===== src/rtl/r2sdf_pkg.sv =====
// Shared definitions for the R2SDF FFT pipeline: frame sizing, complex sample
// type and the index bit-reversal helper.
package r2sdf_pkg;

  localparam int N_DEF = 3;
  localparam int W_DEF = 16;
  localparam int NPTS  = 1 << N_DEF;

  typedef struct packed {
    logic signed [W_DEF-1:0] re;
    logic signed [W_DEF-1:0] im;
  } cplx_t;

  // Reverses the low n bits of value; bits at and above n come back as zero.
  function automatic logic [31:0] bitrev(input logic [31:0] value, input int n);
    logic [31:0] r;
    r = 32'd0;
    for (int i = 0; i < 32; i++) begin
      if (i < n) begin
        r = {r[30:0], value[i]};
      end else begin
        r = r;
      end
    end
    return r;
  endfunction

endpackage


===== src/rtl/r2sdf_bitrev_reorder_if.sv =====
// Streaming bundle of the reorder buffer: bit-reversed input side and
// natural-order output side, each with a valid/ready handshake.
interface r2sdf_bitrev_reorder_if
  import r2sdf_pkg::*;
#(
  parameter int N = N_DEF,
  parameter int W = W_DEF
) ();

  logic         in_valid;
  logic         in_ready;
  logic [W-1:0] in_re;
  logic [W-1:0] in_im;
  logic         out_valid;
  logic         out_ready;
  logic [W-1:0] out_re;
  logic [W-1:0] out_im;
  logic [N-1:0] out_idx;
  logic         out_last;

  modport master (
    output in_valid, in_re, in_im, out_ready,
    input  in_ready, out_valid, out_re, out_im, out_idx, out_last
  );

  modport slave (
    input  in_valid, in_re, in_im, out_ready,
    output in_ready, out_valid, out_re, out_im, out_idx, out_last
  );

endinterface


===== src/rtl/r2sdf_pingpong_ram.sv =====
// Two-bank frame store: synchronous write into one bank, asynchronous read
// from the other, each bank addressed independently.
module r2sdf_pingpong_ram
  import r2sdf_pkg::*;
#(
  parameter int N  = N_DEF,
  parameter int DW = 2 * W_DEF
) (
  input  logic          clk,
  input  logic          we,
  input  logic          wbank,
  input  logic [N-1:0]  waddr,
  input  logic [DW-1:0] wdata,
  input  logic          rbank,
  input  logic [N-1:0]  raddr,
  output logic [DW-1:0] rdata
);

  localparam int DEPTH = 1 << N;

  logic [DW-1:0] mem_r [2][DEPTH];

  // sample write into the filling bank
  always_ff @(posedge clk) begin
    if (we) begin
      mem_r[wbank][waddr] <= wdata;
    end
  end

  assign rdata = mem_r[rbank][raddr];

endmodule


===== src/rtl/r2sdf_bitrev_reorder.sv =====
// Reorders bit-reversed FFT output frames into natural index order using a
// ping-pong frame buffer; one bank fills while the other drains.
module r2sdf_bitrev_reorder
  import r2sdf_pkg::*;
#(
  parameter int N = N_DEF,
  parameter int W = W_DEF
) (
  input  logic                    clk,
  input  logic                    rst_n,
  r2sdf_bitrev_reorder_if.slave   bus
);

  localparam logic [N-1:0] CNT_MAX = {N{1'b1}};

  logic [N-1:0]   wcnt_r;
  logic [N-1:0]   rcnt_r;
  logic           wbank_r;
  logic           rbank_r;
  logic [1:0]     full_r;
  logic [1:0]     full_s;
  logic           wr_fire_s;
  logic           wr_wrap_s;
  logic           ld_s;
  logic           rd_wrap_s;
  logic [N-1:0]   waddr_s;
  logic [2*W-1:0] rdata_s;

  logic           out_valid_r;
  logic           out_last_r;
  logic [N-1:0]   out_idx_r;
  logic [W-1:0]   out_re_r;
  logic [W-1:0]   out_im_r;

  // Ready depends only on registered flags, so out_ready never reaches in_ready.
  assign bus.in_ready  = ~full_r[wbank_r];
  assign bus.out_valid = out_valid_r;
  assign bus.out_last  = out_last_r;
  assign bus.out_idx   = out_idx_r;
  assign bus.out_re    = out_re_r;
  assign bus.out_im    = out_im_r;

  // handshake decode, write address and next bank-full flags
  always_comb begin
    wr_fire_s = bus.in_valid & ~full_r[wbank_r];
    wr_wrap_s = wr_fire_s & (wcnt_r == CNT_MAX);
    ld_s      = (bus.out_ready | ~out_valid_r) & full_r[rbank_r];
    rd_wrap_s = ld_s & (rcnt_r == CNT_MAX);
    waddr_s   = N'(bitrev(32'(wcnt_r), N));
    full_s    = full_r;
    if (wr_wrap_s) begin
      full_s[wbank_r] = 1'b1;
    end else begin
      full_s[wbank_r] = full_r[wbank_r];
    end
    // writer and reader always address different banks when both fire
    if (rd_wrap_s) begin
      full_s[rbank_r] = 1'b0;
    end else begin
      full_s[rbank_r] = full_s[rbank_r];
    end
  end

  r2sdf_pingpong_ram #(
    .N  (N),
    .DW (2 * W)
  ) u_ram (
    .clk   (clk),
    .we    (wr_fire_s),
    .wbank (wbank_r),
    .waddr (waddr_s),
    .wdata ({bus.in_re, bus.in_im}),
    .rbank (rbank_r),
    .raddr (rcnt_r),
    .rdata (rdata_s)
  );

  // write counter and filling-bank pointer
  always_ff @(posedge clk or negedge rst_n) begin
    if (!rst_n) begin
      wcnt_r  <= {N{1'b0}};
      wbank_r <= 1'b0;
    end else if (wr_fire_s) begin
      wcnt_r <= wcnt_r + N'(1);
      if (wr_wrap_s) begin
        wbank_r <= ~wbank_r;
      end
    end
  end

  // read counter and draining-bank pointer
  always_ff @(posedge clk or negedge rst_n) begin
    if (!rst_n) begin
      rcnt_r  <= {N{1'b0}};
      rbank_r <= 1'b0;
    end else if (ld_s) begin
      rcnt_r <= rcnt_r + N'(1);
      if (rd_wrap_s) begin
        rbank_r <= ~rbank_r;
      end
    end
  end

  // complete-frame flags per bank
  always_ff @(posedge clk or negedge rst_n) begin
    if (!rst_n) begin
      full_r <= 2'b00;
    end else begin
      full_r <= full_s;
    end
  end

  // output register: load from the draining bank, hold under backpressure
  always_ff @(posedge clk or negedge rst_n) begin
    if (!rst_n) begin
      out_valid_r <= 1'b0;
      out_last_r  <= 1'b0;
      out_idx_r   <= {N{1'b0}};
      out_re_r    <= {W{1'b0}};
      out_im_r    <= {W{1'b0}};
    end else if (ld_s) begin
      out_valid_r <= 1'b1;
      out_last_r  <= (rcnt_r == CNT_MAX);
      out_idx_r   <= rcnt_r;
      out_re_r    <= rdata_s[2*W-1:W];
      out_im_r    <= rdata_s[W-1:0];
    end else if (out_valid_r && bus.out_ready) begin
      out_valid_r <= 1'b0;
    end
  end

endmodule


===== src/flat_wrapper.sv =====
// flat-port wrapper written by rule: the top's interface ports become plain ports
module r2sdf_bitrev_reorder_flat import r2sdf_pkg::*;
#(
  parameter int N = N_DEF,
  parameter int W = W_DEF
)
  (clk, rst_n, bus_in_valid, bus_in_re, bus_in_im, bus_out_ready, bus_in_ready, bus_out_valid, bus_out_re, bus_out_im, bus_out_idx, bus_out_last);
  r2sdf_bitrev_reorder_if #(.N(N), .W(W)) bus_i ();
  input  logic clk;
  input  logic rst_n;
  input wire logic [$bits(bus_i.in_valid)-1:0] bus_in_valid;
  input wire logic [$bits(bus_i.in_re)-1:0] bus_in_re;
  input wire logic [$bits(bus_i.in_im)-1:0] bus_in_im;
  input wire logic [$bits(bus_i.out_ready)-1:0] bus_out_ready;
  output wire logic [$bits(bus_i.in_ready)-1:0] bus_in_ready;
  output wire logic [$bits(bus_i.out_valid)-1:0] bus_out_valid;
  output wire logic [$bits(bus_i.out_re)-1:0] bus_out_re;
  output wire logic [$bits(bus_i.out_im)-1:0] bus_out_im;
  output wire logic [$bits(bus_i.out_idx)-1:0] bus_out_idx;
  output wire logic [$bits(bus_i.out_last)-1:0] bus_out_last;
  assign bus_i.in_valid = bus_in_valid;
  assign bus_i.in_re = bus_in_re;
  assign bus_i.in_im = bus_in_im;
  assign bus_i.out_ready = bus_out_ready;
  assign bus_in_ready = bus_i.in_ready;
  assign bus_out_valid = bus_i.out_valid;
  assign bus_out_re = bus_i.out_re;
  assign bus_out_im = bus_i.out_im;
  assign bus_out_idx = bus_i.out_idx;
  assign bus_out_last = bus_i.out_last;
  r2sdf_bitrev_reorder #(.N(N), .W(W)) u_core (.clk(clk), .rst_n(rst_n), .bus(bus_i));
endmodule

===== config.mk =====
export PLATFORM = sky130hd
export DESIGN_NAME = r2sdf_bitrev_reorder_flat
export DESIGN_NICKNAME = d
export VERILOG_FILES = /design/src/rtl/r2sdf_pkg.sv /design/src/rtl/r2sdf_bitrev_reorder_if.sv /design/src/rtl/r2sdf_pingpong_ram.sv /design/src/rtl/r2sdf_bitrev_reorder.sv /design/src/flat_wrapper.sv
export SDC_FILE = /design/constraint.sdc
export NUM_CORES = 1
export LEC_CHECK = 0
export BUFFER_PORTS_ARGS = -buffer_cell sky130_fd_sc_hd__buf_4
export CAP_MARGIN = 20
export CORE_AREA = 2 2 194 196
export DETAILED_ROUTE_END_ITERATION = 8
export DIE_AREA = 0 0 196 198
export HOLD_SLACK_MARGIN = 0.15
export PLACE_DENSITY = 0.75
export SLEW_MARGIN = 10
export SYNTH_ARGS = -nofsm -noshare
export SYNTH_HDL_FRONTEND = slang
export SYNTH_HIERARCHICAL = 1
export SYNTH_SLANG_ARGS = --single-unit

===== constraint.sdc =====
create_clock -name clk -period 7.67 [get_ports clk]
set_input_delay 0.767 -clock clk [delete_from_list [all_inputs] [get_ports clk]]
set_output_delay 0.767 -clock clk [all_outputs]
set_load 0.02 [all_outputs]

==> reports/metrics.yaml <==
synth_xor_area_share_pct: 0.0832
synth-edff-count: 512
finalSetupViolCount: 0
hold_buffers: 0
dpl_cell_area_sq_um: 22300
avgSynthCellArea_sq_um: 22.7
hold_violations: 0
n_fill_cell: 2372
avgRoutedWirePerCell_microns: 27.5
cts_setup_buffers: 0
synth_mux_area_share_pct: 15.9
rows: 71
fin_util_pct: 65.4
insertion_delay_ps: 590
worstSetupEndpointType: "register"
final_common_cell: "edfxtp_1"
synth_fa_ha_area_share_pct: 0.238
cts_resized: 0
hpwl_mm: 22.9
synthArstFlopShare_pct: 8.41
antenna_cells: 0
initialDrtViolationCount: 922
rsz0062_at_grt: "false"
ys.flop_type: "edfxtp_1"
path_class: "reg2reg"
max_freq_ghz: 0.319
drc: 0
syn_inst: 927
fin_setup_tns_ps: 0
cts_tree: "yes"
timing.critical_path.cells: "buf_4 > mux4_2 > a22oi_1 > nand2_1 > mux2_2"
final.setup_skew_ps: 22.4
cts_root_buf: "clkbuf_16"
synth_nets: 967
total_power_mw: 8.96
seq_area_frac_synth_pct: 78.6
maxSlewHeadroom_pct: 22.3
path_clk_slew_ps: 60
netlist_area_sq_um: 21100
status: "complete, no violations"
path_max_fanout: 42
die_width_microns: 196
maxCapViolations: 0
synth_compound_area_share_pct: 2.53
drtAntennaViolNets: 0
worst_pin_slew_ps: 1160
final-max-slew-violation-count: 0
grt_max_degree: 49
fin_ws_ps: 4530
fin_crit_ps: 3140
mostFrequentLayoutCells: "edfxtp_1 (512), mux4_2 (128), buf_4 (100), a22oi_1 (64), clkbuf_16 (55)"
numCtsBuffers: 54
power.density_nw_per_um2: 371
place_congestion: 0.718
io-pin-count: 74
dieHeight_microns: 198
drive_gt1_share_pct: 33.5
routed_wl_mm: 42.6
irDropWorstVdd_uv: 260
antenna_found_initial: 0
viasPerCell: 6.32
num_vias: 9808
grt_usage_pct: 23.0
ys_ff_latch: 559
yosysUniqueCellTypes: 31
initial_core_util_pct: 57.0
worstPathArrival_ps: 3610
finalNonFillerCells: 1553
cp.required_ps: 8140
dp.cells: 1454
htree_levels: 2
first_pass_iters: 5
yosysWarnings: 6
whs_ps: 239
hold_path.class: "in2async"
grt_pass1_vias: 10100
pre_cts_slack_ps: 4490
grt_overflow: 0
layout.nets: 1076
synthSimpleGateAreaFrac_pct: 1.43
port_buffers: 73
cts_buffer_depth: 3
crit_slowest_cell: "dfrtp_4"
start_kind: "register"
grt_pass1_wl_mm: 64.7
synth_top_family_by_area: "multiplexers"
fin_area_sq_um: 24200
critPathMaxStageDelay_ps: 920
core_sq_um: 37000
area_growth_pct: 14.7
finalCritPeriodShare_pct: 40.9
leakagePower_nw: 8.00
cts.sinks: 559
die-area_sq_um: 38800
[state kept, by name (all words and copies together), names as in the netlist]
signal and flops:
u_core/u_ram/mem_r 512, u_core/bus.out_im 16, u_core/bus.out_re 16, u_core/bus.out_idx 3, u_core/rcnt_r 3, u_core/wcnt_r 3, u_core/full_r 2, u_core/bus.out_last 1
u_core/bus.out_valid 1, u_core/rbank_r 1, u_core/wbank_r 1
[per-layer routing]
metal  vias up  track usage [%]  wire [microns]
met1      5214             31.8           16800
met4         0             7.97            1150
met5         -                0               0
li1       4121                -               -
met3        83             3.58            2670
met2       390             38.3           22000
[where the power goes]
group | internal (mW) | switching (mW) | total (mW) | leakage, nW
logic | 1.11 | 1.24 | 2.35 | 1.94
clock network | 1.61 | 1.09 | 2.69 | 0.887
registers | 3.64 | 0.271 | 3.91 | 5.18
total | 6.36 | 2.60 | 8.96 | 8.00
[path summary, 6_finish.rpt]
| path | from | end | cells after the start | slack [ps] |
|---|---|---|---|---|
| max in group asynchronous | rst_n | u_core/rbank_r | 1 | 6860 |
| min reg2reg | u_core/bus.out_im[13] | u_core/bus.out_im[13] | 1 | 490 |
| min | rst_n | u_core/bus.out_re[7] | 1 | 240 |
| min in group clk | bus_in_re[5] | u_core/u_ram/mem_r[0][85] | 1 | 480 |
| max | u_core/rbank_r | u_core/bus.out_re[5] | 5 | 4530 |
| max reg2reg | u_core/rbank_r | u_core/bus.out_re[5] | 5 | 4530 |
[synthesized netlist by cell type, types with 2 or more instances]
cell / instances / area share (%)
edfxtp_1: 512 / 73
mux4_2: 128 / 14
a22oi_1: 64 / 2.3
dfrtp_1: 47 / 5.6
nand2_1: 39 / 0.70
mux2_2: 30 / 1.6
clkbuf_1: 19 / 0.34
buf_4: 11 / 0.39
mux2_1: 10 / 0.53
buf_1: 9 / 0.16
buf_2: 8 / 0.19
nor2_1: 8 / 0.14
nor3_1: 8 / 0.19
ha_1: 4 / 0.24
nand2b_1: 4 / 0.12
nand3_1: 3 / 0.071
nor2b_1: 3 / 0.089
a21oi_1: 2 / 0.048
a31oi_1: 2 / 0.059
buf_6: 2 / 0.11
inv_1: 2 / 0.036
mux2i_1: 2 / 0.095
nor4_1: 2 / 0.059
[area by class of cell]
cell class              instances  area (sq um)  share of cell area (%)
clock inverters                25           308                    1.27
flip-flops and latches        559         16600                    68.5
clock buffers                  74          1510                    6.24
inverters                       2          7.51                  0.0311
repair buffers                102           806                    3.33
multi-input cells             317          4380                    18.1
well taps                     474           593                    2.45
[worst max-delay path, delay by kind of cell, from the launching register on]
| family | cells | cell delay [ps] |
|---|---|---|
| multiplexers | 2 | 890 |
| flip-flops | 1 | 920 |
| AND/OR/NAND/NOR | 1 | 100 |
| AO/OA/AOI/OAI | 1 | 270 |
| buffers and inverters | 1 | 800 |
[kinds of logic after synthesis]
kind of cell	count (synthesis)
mux	170
simple gates	69
compound gates	72
buf+inv	51
fa+ha+maj	4
xor+xnor	2
flops	559
Power figures use the tool's default switching activity.
